`src/rtl/pwm_pkg.sv`:
```
// pwm_pkg: shared FSM states, default PWM timing and window helper for the PWM blocks.
package pwm_pkg;
    typedef enum logic [2:0] {
        INICIAL,
        ESPERA_SUBIDA,
        MEDE_ALTO,
        MEDE_BAIXO,
        PUBLICA
    } estado_t;

    localparam int CONF_PERIODO = 1250;
    localparam int LARGURA_00   = 0;
    localparam int LARGURA_01   = 50;
    localparam int LARGURA_10   = 500;
    localparam int LARGURA_11   = 1000;
    localparam int TOLERANCIA   = 10;
    localparam int CONTADOR_N   = 12;

    function automatic logic na_janela(input int valor, input int alvo, input int tol);
        return valor >= alvo - tol && valor <= alvo + tol;
    endfunction
endpackage

```
`src/rtl/detector_borda.sv`:
```
// detector_borda: two-flop synchronizer plus history flop producing one-cycle edge pulses.
module detector_borda (
    input  logic clock,
    input  logic reset,
    input  logic pwm,
    output logic subida,
    output logic descida,
    output logic nivel
);
    logic [2:0] s;

    always_ff @(posedge clock or negedge reset)
        if (!reset) s <= '0;
        else s <= {s[1:0], pwm};

    assign subida  = s[1] & ~s[2];
    assign descida = ~s[1] & s[2];
    assign nivel   = s[1];
endmodule

```
`src/rtl/medidor_pwm.sv`:
```
// medidor_pwm: measures high time and period of an async PWM line and decodes its width code.
module medidor_pwm
    import pwm_pkg::*;
#(
    parameter int conf_periodo = CONF_PERIODO,
    parameter int largura_00   = LARGURA_00,
    parameter int largura_01   = LARGURA_01,
    parameter int largura_10   = LARGURA_10,
    parameter int largura_11   = LARGURA_11,
    parameter int tolerancia   = TOLERANCIA,
    parameter int N            = CONTADOR_N
) (
    input  logic         clock,
    input  logic         reset,
    input  logic         pwm,
    output logic [1:0]   largura,
    output logic [N-1:0] medida_alto,
    output logic [N-1:0] medida_periodo,
    output logic         pronto,
    output logic         erro
);
    localparam int LIMITE = 2 * conf_periodo;

    estado_t estado, prox;
    logic subida, descida, nivel, per_ok, valido, estourou, preso;
    logic [3:0] casa;
    logic [1:0] codigo, prox_largura;
    logic [N-1:0] alto, periodo, ocioso;
    logic [N-1:0] prox_alto, prox_periodo, prox_ocioso, prox_malto, prox_mper;
    logic prox_pronto, prox_erro;

    function automatic logic [N-1:0] sat(input logic [N-1:0] v);
        return &v ? v : v + 1'b1;
    endfunction

    detector_borda u_borda (
        .clock   (clock),
        .reset   (reset),
        .pwm     (pwm),
        .subida  (subida),
        .descida (descida),
        .nivel   (nivel)
    );

    // Lowest matching code wins should the windows ever overlap.
    assign casa = {na_janela(int'(alto), largura_11, tolerancia),
                   na_janela(int'(alto), largura_10, tolerancia),
                   na_janela(int'(alto), largura_01, tolerancia),
                   na_janela(int'(alto), largura_00, tolerancia)};
    assign codigo   = casa[0] ? 2'd0 : casa[1] ? 2'd1 : casa[2] ? 2'd2 : 2'd3;
    assign per_ok   = na_janela(int'(periodo), conf_periodo, tolerancia);
    assign valido   = per_ok && |casa;
    assign estourou = int'(ocioso) >= LIMITE - 1 && !(subida || descida) &&
                      (estado == ESPERA_SUBIDA || estado == MEDE_ALTO || estado == MEDE_BAIXO);
    assign preso    = estado == MEDE_ALTO || nivel;

    always_ff @(posedge clock or negedge reset)
        if (!reset) estado <= INICIAL;
        else estado <= prox;

    always_ff @(posedge clock or negedge reset)
        if (!reset) begin
            alto           <= '0;
            periodo        <= '0;
            ocioso         <= '0;
            largura        <= '0;
            medida_alto    <= '0;
            medida_periodo <= '0;
            pronto         <= 1'b0;
            erro           <= 1'b0;
        end else begin
            alto           <= prox_alto;
            periodo        <= prox_periodo;
            ocioso         <= prox_ocioso;
            largura        <= prox_largura;
            medida_alto    <= prox_malto;
            medida_periodo <= prox_mper;
            pronto         <= prox_pronto;
            erro           <= prox_erro;
        end

    always_comb begin
        prox         = estado;
        prox_alto    = alto;
        prox_periodo = periodo;
        prox_ocioso  = (subida || descida) ? '0 : sat(ocioso);
        prox_largura = largura;
        prox_malto   = medida_alto;
        prox_mper    = medida_periodo;
        prox_pronto  = 1'b0;
        prox_erro    = erro;
        case (estado)
            INICIAL: begin
                prox_alto    = '0;
                prox_periodo = '0;
                prox_ocioso  = '0;
                prox         = ESPERA_SUBIDA;
            end
            ESPERA_SUBIDA: begin
                prox_alto    = subida ? '0 : alto;
                prox_periodo = subida ? '0 : sat(periodo);
                prox         = subida ? MEDE_ALTO : ESPERA_SUBIDA;
            end
            MEDE_ALTO: begin
                prox_alto    = sat(alto);
                prox_periodo = sat(periodo);
                prox         = descida ? MEDE_BAIXO : MEDE_ALTO;
            end
            MEDE_BAIXO: begin
                prox_periodo = sat(periodo);
                prox         = subida ? PUBLICA : MEDE_BAIXO;
            end
            PUBLICA: begin
                prox_pronto  = 1'b1;
                prox_malto   = alto;
                prox_mper    = periodo;
                prox_erro    = !valido;
                prox_largura = valido ? codigo : largura;
                // This cycle already belongs to the high phase opened by the closing rise.
                prox_alto    = N'(1);
                prox_periodo = N'(1);
                prox         = MEDE_ALTO;
            end
            default: prox = INICIAL;
        endcase
        if (estourou) begin
            prox         = ESPERA_SUBIDA;
            prox_alto    = '0;
            prox_periodo = '0;
            prox_ocioso  = '0;
            prox_pronto  = 1'b1;
            prox_erro    = preso;
            prox_largura = preso ? largura : 2'd0;
            prox_malto   = preso ? medida_alto : '0;
            prox_mper    = preso ? medida_periodo : '0;
        end
    end
endmodule

```
`config.mk`:
```
export PLATFORM = sky130hd
export DESIGN_NAME = medidor_pwm
export DESIGN_NICKNAME = d
export VERILOG_FILES = /design/src/rtl/pwm_pkg.sv /design/src/rtl/detector_borda.sv /design/src/rtl/medidor_pwm.sv
export SDC_FILE = /design/constraint.sdc
export NUM_CORES = 1
export LEC_CHECK = 0
export BUFFER_PORTS_ARGS = -buffer_cell sky130_fd_sc_hd__buf_2
export CAP_MARGIN = 40
export CORE_ASPECT_RATIO = 0.6
export CORE_UTILIZATION = 45
export CTS_BUF_LIST = sky130_fd_sc_hd__clkbuf_8
export CTS_CLUSTER_DIAMETER = 40
export DETAILED_ROUTE_END_ITERATION = 16
export PLACE_DENSITY_LB_ADDON = 0.12
export SETUP_SLACK_MARGIN = 0.4
export SYNTH_ARGS = -nofsm -noshare
export SYNTH_HDL_FRONTEND = slang
export SYNTH_SLANG_ARGS = --single-unit
export TNS_END_PERCENT = 5
```
`constraint.sdc`:
```
create_clock -name clock -period 3.3 [get_ports clock]
set_input_delay 0.825 -clock clock [delete_from_list [all_inputs] [get_ports clock]]
set_output_delay 0.825 -clock clock [all_outputs]
set_load 0.05 [all_outputs]
```
## After elaboration in Yosys (flattened, before gate mapping)

Index checks and enable logic that the tools add are counted.

- Output and inout bits: 28
- Input bits: 3
- Flip-flop bits (word level): 70
- Logic and storage cells: 94

- Add/sub/neg operators: 3
- Equality and inequality tests: 8
- Bitwise logic cells: 4
- Reduce and logical (&&, ||, !) cells: 26
- Magnitude comparators: 10
- Mux-type cells: 33

Operator list:

| cell | number |
|---|---|
| $mux W12 | 15 |
| $pmux W12 S4 | 2 |
| $add A12 B1 Y12 const B | 3 |
| $reduce_and A12 Y1 | 3 |
| $pmux W3 S5 | 1 |
| $mux W2 | 7 |
| $ge A12 B10 Y1 const B | 1 |
| $ge A12 B11 Y1 const B | 1 |
| $ge A12 B12 Y1 const B | 1 |
| $ge A12 B6 Y1 const B | 1 |
| $ge A12 B9 Y1 const B | 1 |
| $le A12 B10 Y1 const B | 1 |
| $le A12 B11 Y1 const B | 1 |
| $le A12 B4 Y1 const B | 1 |
| $le A12 B6 Y1 const B | 1 |
| $le A12 B9 Y1 const B | 1 |
| $reduce_bool A5 Y1 | 2 |
| $logic_and A1 B1 Y1 | 7 |
| $eq A3 B2 Y1 const B | 2 |
| $mux W1 | 6 |
| $mux W3 | 2 |
| $ne A3 B3 Y1 const B | 2 |
| $reduce_and A3 Y1 | 2 |
| $logic_or A1 B1 Y1 | 4 |
| 12 further kinds | 16 |

## Depth between registers and ports, before layout

- Depth in word-level cells: 8
- Mapped depth: 9
- Mapped depth without buffers: 7

## Modules after synthesis

From an unflattened synthesis, not the netlist that was laid out.

- Cells, all modules: 379
- Area total of the unflattened synthesis: 3804.9 µm²

By module, submodules not included:

| module | cells an instance | area an instance (µm²) | times used | sequential area each (µm²) |
|---|---|---|---|---|
| medidor_pwm | 374 | 3714.8 | 1 | 1676.6 |
| detector_borda | 5 | 90.1 | 1 | 75.1 |

## Worst setup path before layout

No wires, ideal clock.

- Kind: reg-to-reg
- From: reg ocioso[0]
- To: reg estado[2]
- Stages on the path, launching flop included: 9
- Slack: 1.409 ns
- Arrival: 1.791 ns
- Path buffers: 3
- Required time: 3.200 ns
- Clock period less this slack: 1.891 ns
- Setup time: 0.100 ns
- Cell sequence: dfrtp_1 ha_1 buf_2 nor2_1 a21oi_1 o311ai_2 buf_2 buf_2 nor4bb_1

- Cells in the longest elaborated chain, start to end: 4

RTL lines:

| item | RTL line | source |
|---|---|---|
| start: declaration | medidor_pwm.sv:28 | `logic [N-1:0] alto, periodo, ocioso;` |
| start signal: assignment | medidor_pwm.sv:74 | `ocioso <= prox_ocioso;` |
| $ge A12 B12 Y1 | medidor_pwm.sv:53 | `assign estourou = int'(ocioso) >= LIMITE - 1 && !(subida \|\| descida) &&` |
| $logic_and A1 B1 Y1 (2 in a row) | medidor_pwm.sv:53 |  |
| $mux W3 | medidor_pwm.sv:126 | `if (estourou) begin` |
| via prox[2] | medidor_pwm.sv:24 | `estado_t estado, prox;` |
| end signal: assignment | medidor_pwm.sv:59 | `else estado <= prox;` |
| end: declaration | medidor_pwm.sv:24 |  |

The timed path passes the listed nets, and every way through them passes these cells.
A chain may end at the register's enable or synchronous reset.

## Final worst setup path

- From: reg ocioso[0]
- To: reg periodo[8]

- Cells in the longest elaborated chain, start to end: 4
- Elaborated cells between the ends (all ways): 5
- Classes of those cells: order compare: 1; mux: 1; reduce/logical: 3

RTL lines:

| item | RTL line | source |
|---|---|---|
| $ge A12 B12 Y1 (*) | medidor_pwm.sv:53 |  |
| $logic_and A1 B1 Y1 (*) (2 in a row) | medidor_pwm.sv:53 |  |
| $reduce_bool A5 Y1 (no source line) or $mux W12 (tied branches) | - |  |
| end signal: assignment | medidor_pwm.sv:73 | `periodo <= prox_periodo;` |
| end: declaration | medidor_pwm.sv:28 |  |

Every way passes the cells marked *; elsewhere a longest branch is shown, timed or not.

==> key figures <==
Floorplanning
  – Ports: 31
  – Die Span X: about 120 um
  – Core ar.: between 7000 and 8000 sq um
  – Initial core utilization: 0.468
  – Die Y: roughly 72 um
  – Num rows: 25
  – DIE AREA: between 8000 and 9000 sq um

STA
  – Hold_ws: between 0.3 and 0.4 ns
  – Final setup vio count: 0
  – Setup_tns: 0 ns
  – Slew margin rel.: 0.464
  – Max-slew violations: 0
  – F_max: 0.385 GHz
  – Final worst setup slack: roughly 0.70 ns
  – Final hold vios: 0
  – Final Skew: ~0.0095 ns
  – Period utilization: 0.788
  – Worst-Margin Slew: about 0.8 ns
  – Final critical-path required period: 2.60 ns
  – RSZ-0062 raised after global routing: no

Pwr
  – Sequential Power Share: 0.441
  – Clock power frac: 0.266
  – Combinational power share: 0.293
  – Internal cell power: 0.00153 W
  – Leakage: 1.94 nW
  – P_sw: between 0.0009 and 0.001 W
  – Switching portion of total power: 0.379
  – Maximum vdd drop: between 0.4 and 0.5 mV
  – PD cells: around 600 nW/um^2

Drt
  – Avg WL per Cell: 16.7 um
  – Met2 wire length: about 3300 um
  – WL met1: around 4700 um
  – Pre-antenna DRT Iters: 4
  – Post-Route WL: ~8500 um
  – Top layer reached by signal wires: met4
  – DR iter-0 viols: about 220
  – Vias: about 3000
  – Met3 wire len: 487 um
  – Via density: a little under 6
  – DRC Markers: 0
  – DRT antenna net count: 0

Flow run
  – Max-cap violations: 0

Clocking
  – CTS sink count: 70
  – Post-CTS setup buffers: 0
  – CTS tree: built
  – Post-CTS Hold Buffers: 0
  – Clk root buf: clkbuf_8
  – Post-cts sizing count: 0
  – H-tree depth: 3
  – Clock slew at reported path FFs: ~0.07 ns
  – Clock latency on the worst-skew pair: between 0.3 and 0.4 ns
  – TritonCTS buffer count: 9
  – Maximum root-to-sink buffer count: 2

Synthesis
  – Most used DFF post-synth: dfrtp_1
  – Syn Area/Cell: between 9 and 10 sq um
  – Sequential area share after synthesis: 0.473
  – Unique masters post-synth: 55
  – Syn_nets: a little under 400
  – Top-area cell type share of the netlist area: 0.473
  – Post-Synthesis Cells: roughly 380
  – Area leader, netlist: dfrtp_1
  – Synthesized cell area: between 3000 and 4000 sq um
  – Seq cells post-synth: 70
  – Yosys warns: 0
  – Number of synthesized flops with an enable pin: 0
  – Async S/R FF share, synth: 1.00
  – Synth top area cells: dfrtp_1, a22o_1, nand3_1

Worst setup path
  – Top delay family on crit path: compound AO/OA/AOI/OAI gates
  – CP max FO: 28
  – Critical Path AT: approximately 2.9 ns
  – CP max stage delay: around 0.66 ns
  – Crit path cell chain: ha_1 > nor2_1 > a21oi_1 > o311ai_4 > buf_4 > buf_4 > o211ai_1 > a21oi_1
  – WP data required: roughly 3.6 ns
  – CP Capture Type: register
  – Crit path buf inv count: 2
  – CP max-delay cell: o311ai_4
  – Critical Path Source Type: register
  – Worst setup path category: reg2reg

Cells and area
  – Sequential cell area: between 1500 and 2000 sq um
  – Share of layout cells above drive strength 1: 0.149
  – Multi-input logic area: about 1800 sq um
  – Fillers: between 700 and 800
  – Commonest non-fill, non-tap cell in the layout: dfrtp_1
  – Layout area overhead: 11.5%
  – Most frequent cells in the layout: dfrtp_1, buf_2, nand3_1
  – Nets: 409
  – Post-route design area: 4130 sq um
  – Antenna Cells: 0

GRT
  – Pin count of the biggest net entering global routing: 37
  – First-pass GRT wire length: roughly 14000 um
  – Initial antenna violation count: 0
  – Vias in the first global route: roughly 2700
  – Overflow after GRT: 0
  – GRT Total Usage: 0.221

Placed design
  – Port bufs: 30
  – Final HPWL DP: a little under 6000 um
  – Placer congestion estimate: between 0.8 and 0.9
  – Dpl ws: 0.700 ns
  – Post-DP Area: 3940 sq um

Worst hold path
  – Hold Crit Class: reg2reg

Outcome
  – Status: finished, final reports clean
==> synthesized netlist by cell type (2+ instances only) <==
cell       count
nand2_1       20
nand4_1       15
nor3b_1        2
dfrtp_1       70
and4_1         5
nor2b_1        2
and3_1        13
o2111ai_1      3
a21boi_1       2
xor2_1         5
o21ai_0        9
ha_1           8
a31oi_1       14
a21o_1         2
a22o_1        25
xnor2_1        4
nor2_1        25
inv_1         14
nand3b_1       6
a21oi_1       19
a41oi_1        6
a211oi_1       3
and2_1         4
o211ai_1       3
nand3_1       27
nor3_1         6
mux2i_1        7
clkbuf_1      16
o221ai_1       4
buf_2         12
o22ai_1        2
==> power groups by stage <==
stage                     Clock, W  Sequential, W  Combinational, W
after detailed placement         0        0.00110          0.000717
after global routing      0.000714        0.00110          0.000798
after global placement           0        0.00109          0.000703
after floorplan                  0        0.00116          0.000478
final                     0.000655        0.00108          0.000721
after CTS                 0.000681        0.00108          0.000722
==> worst paths after layout <==
kind,from,to,slack (ns),depth (start not counted)
min in group asynchronous,reset,medida_alto[3],0.56,1
worst max register to register,ocioso[0],periodo[8],0.70,8
worst min-delay path,u_borda.s[0],u_borda.s[1],0.35,0
worst min register to register,u_borda.s[0],u_borda.s[1],0.35,0
max in group asynchronous,reset,medida_periodo[2],2.08,2
worst max-delay path,ocioso[0],periodo[8],0.70,8
==> routing by layer <==
| metal | GRT usage | up-vias |
|---|---|---|
| met1 | 0.356 | 1432 |
| met3 | 0.0629 | 6 |
| met2 | 0.274 | 74 |
| met4 | 0.0689 | 0 |
| met5 | 0 | - |
| li1 | - | 1465 |
==> sequential cells by signal, indices dropped and copies added, names as in the netlist <==
name            cells
u_borda.s           3
erro                1
alto               12
largura             2
pronto              1
medida_alto        12
periodo            12
medida_periodo     12
ocioso             12
estado              3
==> stage by stage <==
step,cells,power (W),util
finish,511,0.00246,0.521
global route,511,0.00261,0.521
CTS,511,0.00248,0.521
detailed placement,495,0.00182,0.498
global placement,495,0.00180,0.498
floorplan,377,0.00164,-
==> cell type report <==
cell class | count | area share
repair buffers | 40 | 0.0576
well taps | 108 | 0.0328
clock inverters | 7 | 0.0140
multi-input cells | 263 | 0.428
flip-flops and latches | 70 | 0.425
clock buffers | 9 | 0.0300
inverters | 14 | 0.0127
==> cells by family (layout without fill, tap and decap cells) <==
kind of cell,count (synthesis),count (layout),share of synthesized area
mux,7,7,0.0189
buf+inv,44,70,0.0517
compound gates,102,102,0.203
xor+xnor,9,9,0.0213
fa+ha+maj,8,8,0.0271
simple gates,137,137,0.204
flops,70,70,0.473
(Power assumes the default switching activity.)
